`src/rtl/wb_stage_ext.sv`:
```
// ---------------------------------------------------------------------------
// wb_stage_ext
//   Write-back stage of the RV32/RV64 pipeline. Selects the ALU result or the
//   aligned and extended load data for the register file. A two-beat
//   assembler handles loads that straddle an XLEN/8 boundary. A FWD_DEPTH-deep
//   history of write-back results feeds EX/ID forwarding.
//
// Ports
//   clk, rst_n    clock (rising edge), asynchronous active-low reset
//   cmd_ld_wb     instruction in WB is a load
//   ld_code_wb    funct3 of the load
//   rd_data_wb    ALU result; the effective address for loads
//   ld_data_wb    XLEN-aligned memory read beat
//   ld_vld_wb     ld_data_wb valid this cycle
//   ld_split_wb   load spans two beats (qualified with the first beat)
//   wbk_en_wb     instruction writes rd
//   rd_adr_wb     destination register
//   stall         pipeline stall
//   rst_pipe      pipeline flush
//   wbk_data_wb   write-back data (combinational)
//   wbk_en_out    register-file write enable
//   wbk_adr_out   register-file write address
//   split_busy    second beat pending; upstream must stall
//   fwd_data      history data, entry k at [k*XLEN +: XLEN]
//   fwd_adr       history register addresses, entry k at [k*5 +: 5]
//   fwd_vld       history valid bits
//   fsm_state     debug view of the split FSM (0 = IDLE, 1 = WAIT2)
//
// Handshake: a memory beat is accepted in any cycle where ld_vld_wb=1 and
// stall=0. While split_busy=1 the stage waits for the second beat and ignores
// every WB input except ld_data_wb/ld_vld_wb; upstream must hold off.
// ---------------------------------------------------------------------------
module wb_stage_ext #(
    parameter int XLEN      = 32,
    parameter int FWD_DEPTH = 2
) (
    input  logic                      clk,
    input  logic                      rst_n,
    input  logic                      cmd_ld_wb,
    input  logic [2:0]                ld_code_wb,
    input  logic [XLEN-1:0]           rd_data_wb,
    input  logic [XLEN-1:0]           ld_data_wb,
    input  logic                      ld_vld_wb,
    input  logic                      ld_split_wb,
    input  logic                      wbk_en_wb,
    input  logic [4:0]                rd_adr_wb,
    input  logic                      stall,
    input  logic                      rst_pipe,
    output logic [XLEN-1:0]           wbk_data_wb,
    output logic                      wbk_en_out,
    output logic [4:0]                wbk_adr_out,
    output logic                      split_busy,
    output logic [FWD_DEPTH*XLEN-1:0] fwd_data,
    output logic [FWD_DEPTH*5-1:0]    fwd_adr,
    output logic [FWD_DEPTH-1:0]      fwd_vld,
    output logic                      fsm_state
);

    localparam int OFS = $clog2(XLEN/8);

    typedef enum logic [0:0] {
        IDLE  = 1'b0,
        WAIT2 = 1'b1
    } state_t;

    state_t state, state_nxt;

    // Captured first beat and instruction attributes of a split load
    logic [XLEN-1:0] cap_beat1;
    logic [OFS-1:0]  cap_ofs;
    logic [2:0]      cap_code;
    logic [4:0]      cap_adr;
    logic            cap_en;
    logic            capture;
    logic            wb_fire;

    // Size selection and extension of an already right-aligned word.
    // Codes that do not exist for this XLEN produce 0.
    function automatic logic [XLEN-1:0] extend(input logic [XLEN-1:0] w,
                                               input logic [2:0] code);
        logic [XLEN-1:0] r;
        r = '0;
        case (code)
            3'b000: r = XLEN'($signed(w[7:0]));
            3'b001: r = XLEN'($signed(w[15:0]));
            3'b010: r = XLEN'($signed(w[31:0]));
            3'b011: if (XLEN == 64) r = w;
            3'b100: r = XLEN'(w[7:0]);
            3'b101: r = XLEN'(w[15:0]);
            3'b110: if (XLEN == 64) r = XLEN'(w[31:0]);
            default: r = '0;
        endcase
        return r;
    endfunction

    logic [XLEN-1:0]   aligned;
    logic [2*XLEN-1:0] pair_sh;

    assign aligned = ld_data_wb >> {rd_data_wb[OFS-1:0], 3'b000};
    // Second beat supplies the upper bytes; beat2 arrives on ld_data_wb
    assign pair_sh = {ld_data_wb, cap_beat1} >> {cap_ofs, 3'b000};

    // Next state and outputs
    always_comb begin
        state_nxt   = state;
        capture     = 1'b0;
        wb_fire     = 1'b0;
        wbk_data_wb = rd_data_wb;
        wbk_adr_out = rd_adr_wb;
        case (state)
            IDLE: begin
                if (cmd_ld_wb) begin
                    wbk_data_wb = extend(aligned, ld_code_wb);
                    if (ld_vld_wb && ld_split_wb) begin
                        if (!stall && !rst_pipe) begin
                            capture   = 1'b1;
                            state_nxt = WAIT2;
                        end
                    end else begin
                        wb_fire = ld_vld_wb & wbk_en_wb;
                    end
                end else begin
                    wb_fire = wbk_en_wb;
                end
            end
            WAIT2: begin
                wbk_data_wb = extend(pair_sh[XLEN-1:0], cap_code);
                wbk_adr_out = cap_adr;
                if (rst_pipe) begin
                    state_nxt = IDLE;
                end else if (ld_vld_wb && !stall) begin
                    wb_fire   = cap_en;
                    state_nxt = IDLE;
                end
            end
            default: state_nxt = IDLE;
        endcase
    end

    assign wbk_en_out = wb_fire & (wbk_adr_out != 5'd0) & ~stall & ~rst_pipe & rst_n;
    assign split_busy = (state == WAIT2);
    assign fsm_state  = state;

    // State register
    always_ff @(posedge clk or negedge rst_n) begin
        if (!rst_n) begin
            state <= IDLE;
        end else begin
            state <= state_nxt;
        end
    end

    // Capture registers; a flush discards a pending first beat
    always_ff @(posedge clk or negedge rst_n) begin
        if (!rst_n) begin
            cap_beat1 <= '0;
            cap_ofs   <= '0;
            cap_code  <= '0;
            cap_adr   <= '0;
            cap_en    <= 1'b0;
        end else if (rst_pipe) begin
            cap_beat1 <= '0;
            cap_ofs   <= '0;
            cap_code  <= '0;
            cap_adr   <= '0;
            cap_en    <= 1'b0;
        end else if (capture) begin
            cap_beat1 <= ld_data_wb;
            cap_ofs   <= rd_data_wb[OFS-1:0];
            cap_code  <= ld_code_wb;
            cap_adr   <= rd_adr_wb;
            cap_en    <= wbk_en_wb;
        end
    end

    // Forwarding history: entry 0 is the most recent write-back output
    logic [XLEN-1:0] hist_data [FWD_DEPTH];
    logic [4:0]      hist_adr  [FWD_DEPTH];
    logic            hist_vld  [FWD_DEPTH];

    always_ff @(posedge clk or negedge rst_n) begin
        if (!rst_n) begin
            for (int k = 0; k < FWD_DEPTH; k++) begin
                hist_data[k] <= '0;
                hist_adr[k]  <= '0;
                hist_vld[k]  <= 1'b0;
            end
        end else if (rst_pipe) begin
            for (int k = 0; k < FWD_DEPTH; k++) begin
                hist_data[k] <= '0;
                hist_adr[k]  <= '0;
                hist_vld[k]  <= 1'b0;
            end
        end else if (!stall) begin
            hist_data[0] <= wbk_data_wb;
            hist_adr[0]  <= wbk_adr_out;
            hist_vld[0]  <= wbk_en_out;
            for (int k = 1; k < FWD_DEPTH; k++) begin
                hist_data[k] <= hist_data[k-1];
                hist_adr[k]  <= hist_adr[k-1];
                hist_vld[k]  <= hist_vld[k-1];
            end
        end
    end

    for (genvar g = 0; g < FWD_DEPTH; g++) begin : g_fwd
        assign fwd_data[g*XLEN +: XLEN] = hist_data[g];
        assign fwd_adr[g*5 +: 5]        = hist_adr[g];
        assign fwd_vld[g]               = hist_vld[g];
    end

endmodule
```
`config.mk`:
```
export PLATFORM = sky130hd
export DESIGN_NAME = wb_stage_ext
export DESIGN_NICKNAME = d
export VERILOG_FILES = /design/src/rtl/wb_stage_ext.sv
export SDC_FILE = /design/constraint.sdc
export NUM_CORES = 1
export LEC_CHECK = 0
export CORE_MARGIN = 5
export CORE_UTILIZATION = 30
export CTS_BUF_LIST = sky130_fd_sc_hd__clkbuf_4 sky130_fd_sc_hd__clkbuf_8
export DETAILED_ROUTE_END_ITERATION = 16
export PLACE_DENSITY = 0.56
export SLEW_MARGIN = 20
export SYNTH_ARGS = -nofsm -noshare
export SYNTH_HDL_FRONTEND = slang
export SYNTH_SLANG_ARGS = --single-unit
```
`constraint.sdc`:
```
create_clock -name clk -period 2.2 [get_ports clk]
set_clock_uncertainty 0.15 [all_clocks]
set_input_delay 0.33 -clock clk [delete_from_list [all_inputs] [get_ports clk]]
set_output_delay 0.33 -clock clk [all_outputs]
set_load 0.005 [all_outputs]
```
Word level (Yosys, flattened, before mapping) --
Index checks and enable logic that the tools add are counted.
Word-level totals: word-level logic and storage cells 73, bits of input ports 80, register bits after elaboration 120, output and inout bits 116
Cells by class: shift-type cells 2, bitwise gates (word level) 8, equality and inequality tests 9, reduce and logical (&&, ||, !) cells 9, muxes and demuxes 33
Operators by type and width (count):
- $pmux 32 s5 | 2
- $mux 64 | 2
- $mux 32 | 3
- $pmux 32 s2 | 1
- $shr 64x5->32 | 1
- $shr 32x5->32 | 1
- $mux 10 | 2
- $mux 5 | 3
- $eq 3x3->1 const B | 4
- $mux 1 | 12
- $mux 2 | 4
- $eq 3x1->1 const B | 2
- $eq 3x2->1 const B | 2
- $logic_not 3->1 | 2
- $mux 3 | 2
- $and 1x1->1 | 5
- $reduce_bool 5->1 | 1
- $pmux 1 s2 | 2
- $logic_and 1x1->1 | 3
- $not 1->1 | 3
- $logic_not 1->1 | 2
- $ne 2x1->1 const B | 1
- $reduce_bool 2->1 | 1

Depth between registers and ports, before layout --
depth in word-level cells 11, gate-level depth with buffers 8, depth with buffers taken out 5

Least setup slack after synthesis --
OpenSTA, ideal clock, no wires.
path kind register to output, from register cap_code[1], to output port wbk_data_wb[10], buffers on the path 2, data required time 1720 ps, cell stages (with the launch flop) 8, arrival time 1627 ps, path slack 93 ps, cells stage by stage dfrtp_1 > buf_2 > or2_1 > o22a_1 > clkbuf_1 > nor3_2 > a21oi_1 > o22ai_1
On the way: cells in the longest elaborated chain, start to end 3, elaborated cells on any way between the ends 7, classes of those cells 4 x eq/ne; 2 x mux; 1 x reduce/logical
Ends and longest elaborated chain:
- start: declaration | line 71 | logic [2:0] cap_code;
- start signal: assignment | line 170 | cap_code <= ld_code_wb;
- $eq 3x3->1, or another cell as far along | line 83 | case (code)
- $pmux 32 s5 (*) | line 83
- $pmux 32 s2 (*) | line 110 | case (state)
- end: declaration | line 49 | output logic [XLEN-1:0] wbk_data_wb,
Mark *: on every way between the ends. The rest lies on a longest branch, timed or not.

Worst setup path after layout --
from register cap_ofs[1], to output port wbk_data_wb[25]
On the way: cells in the longest elaborated chain, start to end 3
Ends and longest elaborated chain:
- start: declaration | line 70 | logic [OFS-1:0] cap_ofs;
- start signal: assignment | line 169 | cap_ofs <= rd_data_wb[OFS-1:0];
- $shr 64x5->32 | line 101 | assign pair_sh = {ld_data_wb, cap_beat1} >> {cap_ofs, 3'b000};
- $pmux 32 s5 | line 83
- $pmux 32 s2 | line 110
No other way between the ends.

==> results_dict.tcl <==
set metrics [dict create \
    outcome "finished, violations left" \
    failed_checks "negative setup slack" \
    numCtsBuffers 17 \
    hpwlAfterDp_um 22500 \
    synthMuxAreaShare_pct 20.0 \
    cp-end-kind "output port" \
    clkTransAtPathRegs_ns 0.09 \
    drv_cap 0 \
    final_util_pct 55.2 \
    ant_nets 0 \
    power_leakage_nw 5.83 \
    setup.worst_path.class "reg2out" \
    final_cell_mix "buf_4, clkdlybuf4s50_1, dfrtp_1, nand2_1, mux2i_1" \
    ys_seq_area_share_pct 41.5 \
    clk_path_buf_depth 2 \
    switching_share_pct 32.4 \
    synth-edff-count 0 \
    synthesis.nets 849 \
    ir_drop_mv 0.345 \
    synth_top_family_by_area "multiplexers" \
    critPathMaxFanout 7 \
    viasPerCell 5.36 \
    die-area_um2 27300 \
    grt_usage_pct 23.0 \
    hold_viol_final 0 \
    synth-compound-area-share_pct 17.4 \
    reg2reg_from "cap_ofs[1]" \
    max_slew_margin_pct 53.4 \
    route.vias.total 8181 \
    timing.rr.end "fwd_data[29]" \
    drive_above_1_share_pct 43.0 \
    reg2regPathDepth 13 \
    period_needed_ns 2.75 \
    area_growth_pct 80.0 \
    holdCritPathClass "in2reg" \
    io_pins 196 \
    slew_viol_final 0 \
    startpoint_type "register" \
    max_freq_mhz 364 \
    synth_fa_ha_area_share_pct 0 \
    synth-warning-count 0 \
    required_ns 1.72 \
    worstPathArrival_ns 2.27 \
    layout.nets 1272 \
    setup_viol 39 \
    core-area_um2 23600 \
    clk_latency_ns 0.46 \
    crit_path_end "wbk_data_wb[25]" \
    combPwrFrac_pct 26.0 \
    rrSetupSlack_ns -0.35 \
    place_congestion 0.953 \
    final_common_cell "buf_4" \
    initial_utilization_pct 30.7 \
    grt_antenna_before_repair 1 \
    cts_tree "built" \
    wirelength_um 33300 \
    sequentialPowerShare_pct 39.2 \
    place.port_buffers 195 \
    tightest_slew_ns 0.700 \
    avgSynthCellArea_um2 9.41 \
    power_report.internal_total_w 0.00405 \
    grt_overflow 0 \
    layout_setup_ws_ns -0.548 \
    drc_errors 0 \
    pwr-share-clk_pct 34.8 \
    grt_pass1_vias 8238 \
    clockRootBuffer "clkbuf_8" \
    cts_max_level 4 \
    synth-xor-area-share_pct 0 \
    die_w_um 165 \
    timing.final.crit_share_pct 125 \
    whs_ns 0.101 \
    grt_max_degree 121 \
    synth_cells 769 \
    synthArstFlopShare_pct 100 \
    num_rows 56 \
    drt_iter0_drc 810 \
    cts.sinks 120 \
    synthFlopType "dfrtp_1" \
    die-height_um 165 \
    grt_pass1_wl_um 48200 \
    fillers 2060 \
    synth.distinct_cells 48 \
    place_area_um2 10900 \
    setup.worst_path.start "cap_ofs[1]" \
    fin_area_um2 13000 \
    firstDrtPassIters 5 \
    rsz0062_at_grt "true" \
    routedWlPerCell_um 21.8 \
    p_per_area_nw_per_um2 460 \
    ys_seq_elements 120 \
    syn_area_um2 7240 \
    power.switching_w 0.00194 \
    synthSimpleGateAreaFrac_pct 16.8 \
]
[registers in the layout, summed over array words and instances, names as in the netlist]
signal,cells
fwd_adr,10
cap_adr,5
fwd_data,64
cap_beat1,32
fsm_state,1
fwd_vld,2
cap_code,3
cap_ofs,2
cap_en,1
[power by group through the flow]
| stage | combinational, W | clock, W | sequential, W |
|---|---|---|---|
| 5_1_grt | 0.00166 | 0.00223 | 0.00236 |
| 3_5_place_dp | 0.00137 | 0 | 0.00239 |
| 3_3_place_gp | 0.00136 | 0 | 0.00239 |
| 4_1_cts | 0.00148 | 0.00212 | 0.00235 |
| 2_1_floorplan | 0.000471 | 0 | 0.00238 |
| 6_report | 0.00156 | 0.00208 | 0.00235 |
[worst max-delay path, cell delays in order, from the launching register on]
cell	delay, ns
dfrtp_2	0.38
buf_12	0.15
mux2i_4	0.25
o22a_1	0.21
buf_6	0.16
buf_6	0.13
o221ai_4	0.10
a21oi_2	0.22
nor2_1	0.06
buf_2	0.13
[what timing repair did]
item,CTS,global route
hold endpoints to repair,120,0
hold buffers,1,0
endpoints found under the setup margin,94,90
gates resized for setup,349,106
gates cloned,3,4
pin swaps,65,50
buffers inserted,70,29
[logic make-up (layout without fill, tap and decap cells)]
group,after synthesis,after routing
and+or+nand+nor,271,272
buffers and inverters,74,509
DFF,120,120
other,0,1
AOI/OAI and AO/OA,181,181
muxes,123,123
[per-layer routing]
metal  vias to the layer above  share of wire, %  GRT usage, %
li1                       3658                 -             -
met1                      4039                42          29.9
met2                       389                48          37.9
met3                        93               7.0          5.19
met4                         2               3.8          7.95
met5                         -             0.084             0
[stage by stage]
stage / power [W] / TNS (ns) / worst slack, ns / cells
floorplan: 0.00285 / 0 / 0.0932 / 769
global route: 0.00625 / -18.70 / -0.643 / 1525
global placement: 0.00375 / -40.84 / -1.02 / 1413
detailed placement: 0.00376 / -43.13 / -1.01 / 1413
finish: 0.00599 / -15.80 / -0.548 / 1525
CTS: 0.00594 / -15.38 / -0.582 / 1512
[how the worst min path moves through the flow]
stage / start / end / slack [ns] / depth (start not counted)
detailed placement: cap_beat1[6] / cap_beat1[6] / 0.33 / 2
global route: ld_data_wb[15] / cap_beat1[15] / 0.10 / 4
CTS: ld_data_wb[11] / cap_beat1[11] / 0.18 / 3
floorplan: rst_n / cap_adr[0] / -0.12 / 0
finish: ld_data_wb[15] / cap_beat1[15] / 0.10 / 4
global placement: cap_beat1[1] / cap_beat1[1] / 0.33 / 2
[cells in the mapped netlist, types with 2 or more instances]
cell type  instances  area (µm²)
a21o_1             2        15.0
a21oi_1           52         260
a221o_1            8        80.1
a2bb2oi_1          7        61.3
a311oi_1           8        70.1
a31oi_1            6        37.5
buf_1             12        45.0
buf_2             22         110
buf_4              2        15.0
clkbuf_1          31         116
dfrtp_1          120        3000
inv_1              7        26.3
mux2_1             9         101
mux2_2             3        33.8
mux2i_1           95         951
mux4_2            16         360
nand2_1          114         428
nand2b_1           4        25.0
nand3_1           45         225
nand3b_1           2        15.0
nor2_1            71         267
nor2b_1           19         119
o211a_1            8        80.1
o211ai_1           9        67.6
o21a_1             2        15.0
o21ai_0           16        80.1
o21ai_1           17        85.1
o221ai_1          24         210
o22ai_1           10        62.6
o31ai_2            8         100
or2_1              3        18.8
[layout make-up]
class                           instances  area (µm²)  share of cell area, %
Clock inverter                         15         156                   1.20
Multi-Input combinational cell        576        4850                   37.2
Timing Repair Buffer                  470        4350                   33.4
Clock buffer                           17         234                   1.80
Inverter                                7        26.3                  0.202
Sequential cell                       120        3010                   23.1
Antenna cell                            1        2.50                 0.0192
Tap cell                              319         399                   3.06
Note: power is estimated with default switching activity, not from simulation.
